--- config.mk ---
export PLATFORM = sky130hd
export DESIGN_NAME = tmds_channel_decoder
export DESIGN_NICKNAME = d
export VERILOG_FILES = /design/src/rtl/tmds_channel_decoder.sv
export SDC_FILE = /design/constraint.sdc
export NUM_CORES = 1
export LEC_CHECK = 0
export BUFFER_PORTS_ARGS = -buffer_cell sky130_fd_sc_hd__buf_2
export CAP_MARGIN = 0
export CORE_MARGIN = 4
export CORE_UTILIZATION = 45
export CTS_BUF_LIST = sky130_fd_sc_hd__clkbuf_16
export CTS_CLUSTER_SIZE = 28
export DETAILED_ROUTE_END_ITERATION = 12
export SLEW_MARGIN = 20
export SYNTH_ARGS = -nofsm -noshare
export SYNTH_HDL_FRONTEND = slang
export SYNTH_SLANG_ARGS = --single-unit
--- constraint.sdc ---
create_clock -name clk -period 2.5 [get_ports clk]
set_input_delay 0.125 -clock clk [delete_from_list [all_inputs] [get_ports clk]]
set_output_delay 0.125 -clock clk [all_outputs]
set_load 0.005 [all_outputs]
--- src/rtl/tmds_channel_decoder.sv ---
// TMDS receive channel: registers raw deserializer words, decodes 8b data or
// control tokens, and owns word alignment by pulsing bitslip until token runs lock.
module tmds_channel_decoder #(
  parameter int unsigned CTKN_CNT  = 64,
  parameter int unsigned TIMEOUT   = 4096,
  parameter int unsigned SLIP_WAIT = 3
) (
  input  logic       clk,
  input  logic       rst,
  input  logic [9:0] din,
  output logic       bitslip,
  output logic       aligned,
  output logic [3:0] slip_cnt,
  output logic [7:0] dout,
  output logic       c0,
  output logic       c1,
  output logic       de
);

  localparam int unsigned TMR_W  = $clog2(TIMEOUT) + 1;
  localparam int unsigned CTKN_W = 8;

  localparam logic [TMR_W-1:0]  TMR_LAST  = TMR_W'(TIMEOUT - 1);
  localparam logic [TMR_W-1:0]  WAIT_LAST = TMR_W'(SLIP_WAIT - 1);
  localparam logic [CTKN_W-1:0] CTKN_LAST = CTKN_W'(CTKN_CNT - 1);
  localparam logic [CTKN_W-1:0] CTKN_MAX  = CTKN_W'(CTKN_CNT);

  typedef enum logic [1:0] {
    S_SEARCH    = 2'd0,
    S_SLIP_WAIT = 2'd1,
    S_LOCKED    = 2'd2
  } state_e;

  state_e            state_q, state_d;
  logic [9:0]        din_q;
  logic [TMR_W-1:0]  timer_q, timer_d;
  logic [CTKN_W-1:0] ctkn_q, ctkn_d;
  logic              bitslip_q, slip_d;
  logic [3:0]        slip_cnt_q, slip_cnt_d;
  logic              aligned_q;
  logic [7:0]        dout_q;
  logic              c0_q, c1_q, de_q;

  logic              tok;
  logic [1:0]        ctl;
  logic [7:0]        q_word;
  logic [7:0]        dec;

  // Control-token recognition on the registered word
  always_comb begin
    tok = 1'b0;
    ctl = 2'b00;
    case (din_q)
      10'b1101010100: begin tok = 1'b1; ctl = 2'b00; end
      10'b0010101011: begin tok = 1'b1; ctl = 2'b01; end
      10'b0101010100: begin tok = 1'b1; ctl = 2'b10; end
      10'b1010101011: begin tok = 1'b1; ctl = 2'b11; end
      default:        begin tok = 1'b0; ctl = 2'b00; end
    endcase
  end

  // TMDS data decode: undo optional inversion, then XOR/XNOR chain
  always_comb begin
    q_word   = din_q[9] ? ~din_q[7:0] : din_q[7:0];
    dec[0]   = q_word[0];
    dec[7:1] = din_q[8] ? (q_word[7:1] ^ q_word[6:0])
                        : ~(q_word[7:1] ^ q_word[6:0]);
  end

  always_ff @(posedge clk) begin
    if (rst) begin
      state_q <= S_SEARCH;
    end else begin
      state_q <= state_d;
    end
  end

  always_comb begin
    state_d = state_q;
    case (state_q)
      S_SEARCH: begin
        // A completed token run wins over a timeout on the same cycle
        if (tok && (ctkn_q == CTKN_LAST)) begin
          state_d = S_LOCKED;
        end else if (timer_q == TMR_LAST) begin
          state_d = S_SLIP_WAIT;
        end
      end
      S_SLIP_WAIT: begin
        if (timer_q == WAIT_LAST) begin
          state_d = S_SEARCH;
        end
      end
      S_LOCKED: begin
        if (!tok && (timer_q == TMR_LAST)) begin
          state_d = S_SEARCH;
        end
      end
      default: state_d = S_SEARCH;
    endcase
  end

  // Counter, slip and slip-count updates driven by the current transition
  always_comb begin
    timer_d    = timer_q + TMR_W'(1);
    ctkn_d     = tok ? ((ctkn_q == CTKN_MAX) ? ctkn_q : ctkn_q + CTKN_W'(1))
                     : '0;
    slip_d     = 1'b0;
    slip_cnt_d = slip_cnt_q;
    case (state_q)
      S_SEARCH: begin
        if (state_d == S_LOCKED) begin
          timer_d = '0;
        end else if (state_d == S_SLIP_WAIT) begin
          slip_d     = 1'b1;
          slip_cnt_d = (slip_cnt_q == 4'd9) ? 4'd0 : slip_cnt_q + 4'd1;
          timer_d    = '0;
          ctkn_d     = '0;
        end
      end
      S_SLIP_WAIT: begin
        // The deserializer output is unsettled here, so tokens are not counted
        ctkn_d = '0;
        if (state_d == S_SEARCH) begin
          timer_d = '0;
        end
      end
      S_LOCKED: begin
        if (tok) begin
          timer_d = '0;
        end else if (state_d == S_SEARCH) begin
          timer_d = '0;
          ctkn_d  = '0;
        end
      end
      default: begin
        timer_d = '0;
        ctkn_d  = '0;
      end
    endcase
  end

  always_ff @(posedge clk) begin
    if (rst) begin
      din_q      <= '0;
      timer_q    <= '0;
      ctkn_q     <= '0;
      bitslip_q  <= 1'b0;
      slip_cnt_q <= '0;
      aligned_q  <= 1'b0;
      dout_q     <= '0;
      c0_q       <= 1'b0;
      c1_q       <= 1'b0;
      de_q       <= 1'b0;
    end else begin
      din_q      <= din;
      timer_q    <= timer_d;
      ctkn_q     <= ctkn_d;
      bitslip_q  <= slip_d;
      slip_cnt_q <= slip_cnt_d;
      aligned_q  <= (state_d == S_LOCKED);
      if (tok) begin
        c0_q <= ctl[0];
        c1_q <= ctl[1];
      end else begin
        dout_q <= dec;
      end
      de_q <= ~tok & (state_d == S_LOCKED);
    end
  end

  assign bitslip  = bitslip_q;
  assign aligned  = aligned_q;
  assign slip_cnt = slip_cnt_q;
  assign dout     = dout_q;
  assign c0       = c0_q;
  assign c1       = c1_q;
  assign de       = de_q;

endmodule

==> results of run 1 <==
[cells in the final DEF, fill, tap and decap left out, types with 2 or more instances in the layout]
| master | Yosys | routed |
|---|---|---|
| and3_1 | 5 | 5 |
| buf_4 | 0 | 2 |
| nor4_2 | 3 | 3 |
| nand3_1 | 11 | 11 |
| nand2_1 | 9 | 9 |
| dfxtp_1 | 50 | 50 |
| nor2b_1 | 15 | 15 |
| nor2_2 | 11 | 11 |
| xnor2_1 | 17 | 17 |
| xor2_1 | 11 | 11 |
| or3_1 | 2 | 2 |
| inv_1 | 12 | 13 |
| nand2b_1 | 2 | 2 |
| nor2_1 | 28 | 28 |
| nand4_1 | 5 | 5 |
| mux2_1 | 3 | 3 |
| nor3_1 | 6 | 6 |
| o211ai_1 | 2 | 2 |
| a21oi_1 | 6 | 6 |
| ha_1 | 12 | 12 |
| buf_2 | 2 | 28 |
| clkbuf_16 | 0 | 5 |
| a211oi_1 | 8 | 8 |
[per-stage QoR]
stage / std cells / setup slack, ns / power [mW] / instance area, µm²
after floorplan: 246 / 0.771 / 0.936 / 2300
after global placement: 336 / 0.566 / 0.975 / 2500
after detailed placement: 336 / 0.535 / 0.976 / 2500
after CTS: 344 / 0.525 / 1.63 / 2650
after global routing: 344 / 0.305 / 1.67 / 2650
final: 344 / 0.544 / 1.60 / 2650
[path summary, 6_finish.rpt]
| path | startpoint | end | slack [ns] |
|---|---|---|---|
| max | timer_q[0] | ctkn_q[4] | 0.54 |
| min | din[1] | din_q[1] | 0.04 |
| max reg2reg | timer_q[0] | ctkn_q[4] | 0.54 |
| min reg2reg | dout[1] | dout[1] | 0.46 |
[kinds of logic after synthesis]
group / after synthesis
xor gates and xnor gates: 28
AOI/OAI and AO/OA: 28
adders and majority gates: 12
muxes: 3
DFF: 50
buffers and inverters: 19
and+or+nand+nor: 106
[cells in the mapped netlist (all sizes together)]
library cell	n	area, µm²
a211oi	8	60.1
a21oi	7	38.8
a221oi	1	8.76
a31oi	1	6.26
a41o	1	10.0
and2	1	6.26
and3	5	31.3
and4	1	8.76
buf	4	25.0
clkbuf	3	11.3
dfxtp	50	1000
ha	12	150
inv	12	45.0
mux2	3	33.8
nand2	9	33.8
nand2b	2	12.5
nand3	11	55.1
nand3b	1	7.51
nand4	6	43.8
nor2	39	174
nor2b	15	93.8
nor3	6	30.0
nor4	3	37.5
o2111ai	1	8.76
o211ai	2	15.0
o21a	1	7.51
o21ai	3	18.8
o22ai	1	6.26
o31ai	2	20.0
or2	2	12.5
or3	2	12.5
or4	2	18.8
or4b	1	10.0
xnor2	17	149
xor2	11	96.3
[layer usage]
metal / part of all wire, % / up-vias
li1: - / 904
met1: 54 / 746
met2: 40 / 30
met3: 4.0 / 6
met4: 1.2 / 0
met5: 0 / -
[registers in the layout, summed over array words and instances (netlist names)]
register,count
timer_q,13
din_q,10
ctkn_q,8
dout,8
slip_cnt,4
state_q,2
aligned,1
bitslip,1
c0,1
c1,1
de,1
[worst reg2reg max path: stages (launching register included)]
cell and delay, ns:
dfxtp_1 0.38, ha_1 0.26, nand3_1 0.19, nor4_2 0.39, nand2_1 0.16, o211ai_1 0.38
nor2_1 0.09
[layout make-up]
type	count	area [µm²]	area share, %
multi-input cells	177	1220	46.0
flip-flops and latches	50	1000	37.8
repair buffers	30	155	5.87
clock buffers	5	125	4.73
well taps	67	83.8	3.17
inverters	12	45.0	1.70
clock inverters	3	17.5	0.662
[report_power, final]
group,switching (mW),internal (mW)
clock network,0.277,0.367
registers,0.0208,0.825
logic,0.0542,0.0569
total,0.352,1.25
==> run metrics, run 1 <==
Leak=1.07 nW; CTS max path bufs=2; Synth cell types=45; mux cell area share after synthesis=1.47%; first-pass GRT wire length=7310 µm; met2 Use GR=20.5%; fmax=approximately 0.5 GHz; CTS tree=built; Final Critical Period=1.96 ns; final count of negative-setup-slack endpoints=0; Setup TNS Final=0 ns; start-to-end type of the worst setup path=register to register; via count=1686; final-layout fill cell count=440; IO Port Bufs=28; die area=6320 µm²; worst min-delay path class=input port to register; Core Area=around 4800 µm²; ant diodes=0; Clk Tree Root Cell=clkbuf_16; Overflow after GRT=0; worst-skew pair later-pin latency=0.28 ns; Yosys warnings=0; Post-CTS Resized=0; layout cells sized above 1=20.2%; ANT nets after route=0; CP peak stage delay=~0.38 ns; R2R depth=6; Worst setup SP type=register; Setup Fix Bufs, Post-CTS=0; post-synthesis adder-cell area fraction=6.53%; crit-path cells=ha_1 > nand3_1 > nor4_2 > nand2_1 > o211ai_1 > nor2_1; busiest grt layer=met1; slowest CP cell=dfxtp_1; clk sinks=50; largest net degree at the start of global routing=30; GRT Total Usage=~15%; synthesized area per cell=9.35 µm²; pwr/cell area=605 nW/µm²; max cap viols=0; Die Y=79.5 µm; Initial DRC Count=46; Synth Net Count=270; Ports=29; # rows=25; Worst Path Buf+Inv=0; WHS Path Cells=2; die width=79.5 µm; Critical Path Fanout Max=4; drc violations=0; initial core utilization=a little under half; WL/cell=12.2 µm; critical path depth=6; Max Slew Vio Count=0; Hold-fix buffers, CTS=0; clock skew=0.00342 ns; Final Hold Viols=0; Min Hold Slack=0.0427 ns; synthesized instance count=246; met3 Track Usage GR=3.39%; final core occ=approximately 55%; Clk pin slew, worst setup/hold paths=0.06 ns; period utilisation layout=around four fifths; sequential element share of the synthesized area=a little over two fifths; GPL Wtd Cong=0.787; final wirelength=4200 µm; Syn Std Cell Area=about 2300 µm²; Final nets=300; via density per instance=4.90; # H-tree levels=2; worst rel slew slack=61.7%; Peak VDD IR=349 µV; status=complete, no violations; post-synthesis compound-gate area fraction=8.71%; initial antenna violation count=0; simple-gate portion of the synthesized area=between 20% and 30%; Synth Area in XOR/XNOR=10.7%; CP arrival=2.12 ns; largest family of logic cells by synthesized area=simple AND/OR/NAND/NOR gates; Critical Path End Type=register; WP data required=2.66 ns; area grow syn2layout=15.0%; Seq cells post-synth=50; cts bufs inserted=5; DP HPWL=3150 µm; Slew @ Worst Pin=0.574 ns; RSZ-0062 raised after global routing=false; number of global-route vias before repair=1590; M1 GR Usage=21.3%; CP delay by family, top=simple AND/OR/NAND/NOR gates; DRT Pass-1 Iters=4
Power figures use the tool's default switching activity.
==> run 2, diff against run 1 <==
PLACE_DENSITY = 0.67   (was unset)
clock period = 1.78 ns   (was 2.5 ns; I/O delays follow)
==> run 2 against run 1 <==
Against the previous run:
- the run now ends with setup timing left
- core utilization rose by 7.4 points
- first-iteration DRC count rose by 120%
- sequential cell count did not move
- non-clock buffer count rose by 30
- critical path depth rose by 2
- critical endpoint is now timer_q[2]
- highest routed layer unchanged
==> run metrics, run 2 (synthesized netlist as in run 1, its figures left out) <==
status=finished with violations; failing checks=setup timing; Critical Path Fanout Max=6 (+2); Routed met3 length=149 µm (-12%); via density per instance=4.87 (-0.66%); Critical Path End Type=register; period utilisation layout=105% (+27 points); Worst Path Buf+Inv=2 (+2); worst-skew pair later-pin latency=0.29 ns (about the same); DP Cell Count=361 (+7.4%); # H-tree levels=2 (unchanged); final-layout fill cell count=411 (-6.6%); Clk pin slew, worst setup/hold paths=0.07 ns (about the same); die width=79.5 µm (unchanged); IO Port Bufs=28 (unchanged); Final nets=330 (+10%); # rows=25 (unchanged); ant diodes=0 (unchanged); area grow syn2layout=30.5%; R2R depth=8 (+2); final wirelength=4700 µm (+12%); post-placement cell area=2700 µm² (+8.0%); final worst slack=-0.0925 ns (-0.637 ns); start-to-end type of the worst setup path=register to register; Die Y=79.5 µm (unchanged); pwr/cell area=772 nW/µm² (+28%); Core Area=4850 µm² (unchanged); Slew @ Worst Pin=0.344 ns (-0.230 ns); drc violations=0 (unchanged); most common cell after layout, fill and taps aside=dfxtp_1; layout cells sized above 1=33.6% (+13 points); reg2reg start=timer_q[0]; Clk Tree Root Cell=clkbuf_16; Hold-fix buffers, CTS=0 (unchanged); highest metal used=met4; met1 wire length=2380 µm (+3.8%); CP arrival=2.06 ns (-0.06 ns); WHS Path Cells=2 (unchanged); fmax=0.534 GHz (+4.4%); Min Hold Slack=0.00663 ns (-0.0361 ns); Layout Cells excl Fill=374 (+8.7%); Largest register FFs=13 (unchanged); CTS tree=built; RSZ-0062 raised after global routing=true; Worst Hold End=din_q[8]; largest net degree at the start of global routing=18 (-40%); final count of negative-setup-slack endpoints=13 (+13); Peak VDD IR=658 µV (+89%); design area=3000 µm² (+13%); Final Critical Period=1.87 ns (-0.0832 ns); PnR Total Power=2.32 mW (+45%); initial core utilization=47.4% (unchanged); Ports=29 (unchanged); Final Hold Viols=0 (unchanged); GRT Total Usage=15.2% (+0.62 points); number of global-route vias before repair=1681 (+5.7%); Hold Crit Start=din[8]; slowest CP cell=or4b_4; Worst setup SP type=register; Max Slew Vio Count=0 (unchanged); CP peak stage delay=0.47 ns (+0.09 ns); Overflow after GRT=0 (unchanged); met2 wire length=2140 µm (+26%); CTS max path bufs=2 (unchanged); DRT Pass-1 Iters=4 (unchanged); GPL Wtd Cong=0.800 (+1.5%); initial antenna violation count=0 (unchanged); Reg2Reg Setup Slack=-0.09 ns (-0.64 ns); worst min-delay path class=input port to register; cts bufs inserted=5 (unchanged); WP data required=1.97 ns (-0.69 ns); clk sinks=50 (unchanged); CP delay by family, top=simple AND/OR/NAND/NOR gates; r2r endpoint=timer_q[2]; crit-path cells=inv_2 > ha_2 > or4b_4 > o31ai_4 > nor3_2 > a21oi_2 > buf_6 > nor2_1; Initial DRC Count=103 (+120%); max cap viols=0 (unchanged); worst rel slew slack=76.9% (+15 points); via count=1821 (+8.0%); ANT nets after route=0 (unchanged); DP HPWL=3290 µm (+4.4%); biggest regs=timer_q: 13 flops, din_q: 10 flops; WL/cell=12.6 µm (+3.0%); largest register by flop count=timer_q; Leak=1.23 nW (+15%); clock skew=0.00465 ns (+0.00123 ns); first-pass GRT wire length=7580 µm (+3.6%); most frequent cells in the layout=dfxtp_1 (45), buf_4 (29), nor2_1 (28), buf_2 (28), xnor2_1 (17); die area=6320 µm² (unchanged)
==> run 2: cell types whose count changed in the layout (fill, tap and decap cells not counted), sizes merged <==
cell,delta
inv,-1
clkinvlp,+1
buf,+30
==> run 2: power by group <==
part	switching [mW]	leakage (nW)	internal [mW]	total, mW
Sequential	0.0254	0.410	1.16	1.18
Combinational	0.0929	0.752	0.105	0.198
Clock	0.413	0.0698	0.521	0.934
==> run 2: how the worst max path moves through the flow <==
stage,startpoint,to,slack [ns],cells after the start
5_1_grt,timer_q[0],timer_q[3],-0.19,8
6_report,timer_q[0],timer_q[2],-0.09,8
4_1_cts,timer_q[0],timer_q[10],-0.009,8
3_5_place_dp,timer_q[0],timer_q[3],-0.007,8
3_3_place_gp,timer_q[0],timer_q[3],0.02,8
2_1_floorplan,timer_q[0],slip_cnt[1],0.05,5
==> run 2: layout make-up <==
cell class	count	area, µm²	share of cell area [%]
clock buffer	5	125	4.17
clock inverter	3	21.3	0.709
inverter	12	45.0	1.50
multi-input combinational	177	1320	43.9
sequential	50	1010	33.6
tap	67	83.8	2.79
timing repair buffer	60	400	13.3
==> run 2: layer usage <==
metal  up-vias  global-route usage (%)
met2        28                    23.7
met3         4                    4.06
li1        955                       -
met1       834                    20.7
met4         0                    4.12
met5         -                       0
==> run 2: worst reg2reg max path, stage by stage, from the launching register on <==
cell and delay [ns]:
dfxtp_4 0.35, inv_2 0.04, ha_2 0.14, or4b_4 0.47, o31ai_4 0.29, nor3_2 0.09
a21oi_2 0.17, buf_6 0.17, nor2_1 0.05
==> run 2: repair_timing <==
action | CTS | global route
setup buffers | 1 | 4
resized for setup | 0 | 28
endpoints found under the setup margin | 14 | 31
pin swaps | 1 | 3
==> run 2: stage by stage <==
stage	setup WS (ns)	util [%]	TNS (ns)
2_1_floorplan	0.0505	-	0
3_3_place_gp	0.0160	55.7	0
6_report	-0.0925	61.9	-1.06
3_5_place_dp	-0.00689	55.7	-0.00908
4_1_cts	-0.00878	58.9	-0.0243
5_1_grt	-0.195	61.9	-2.31
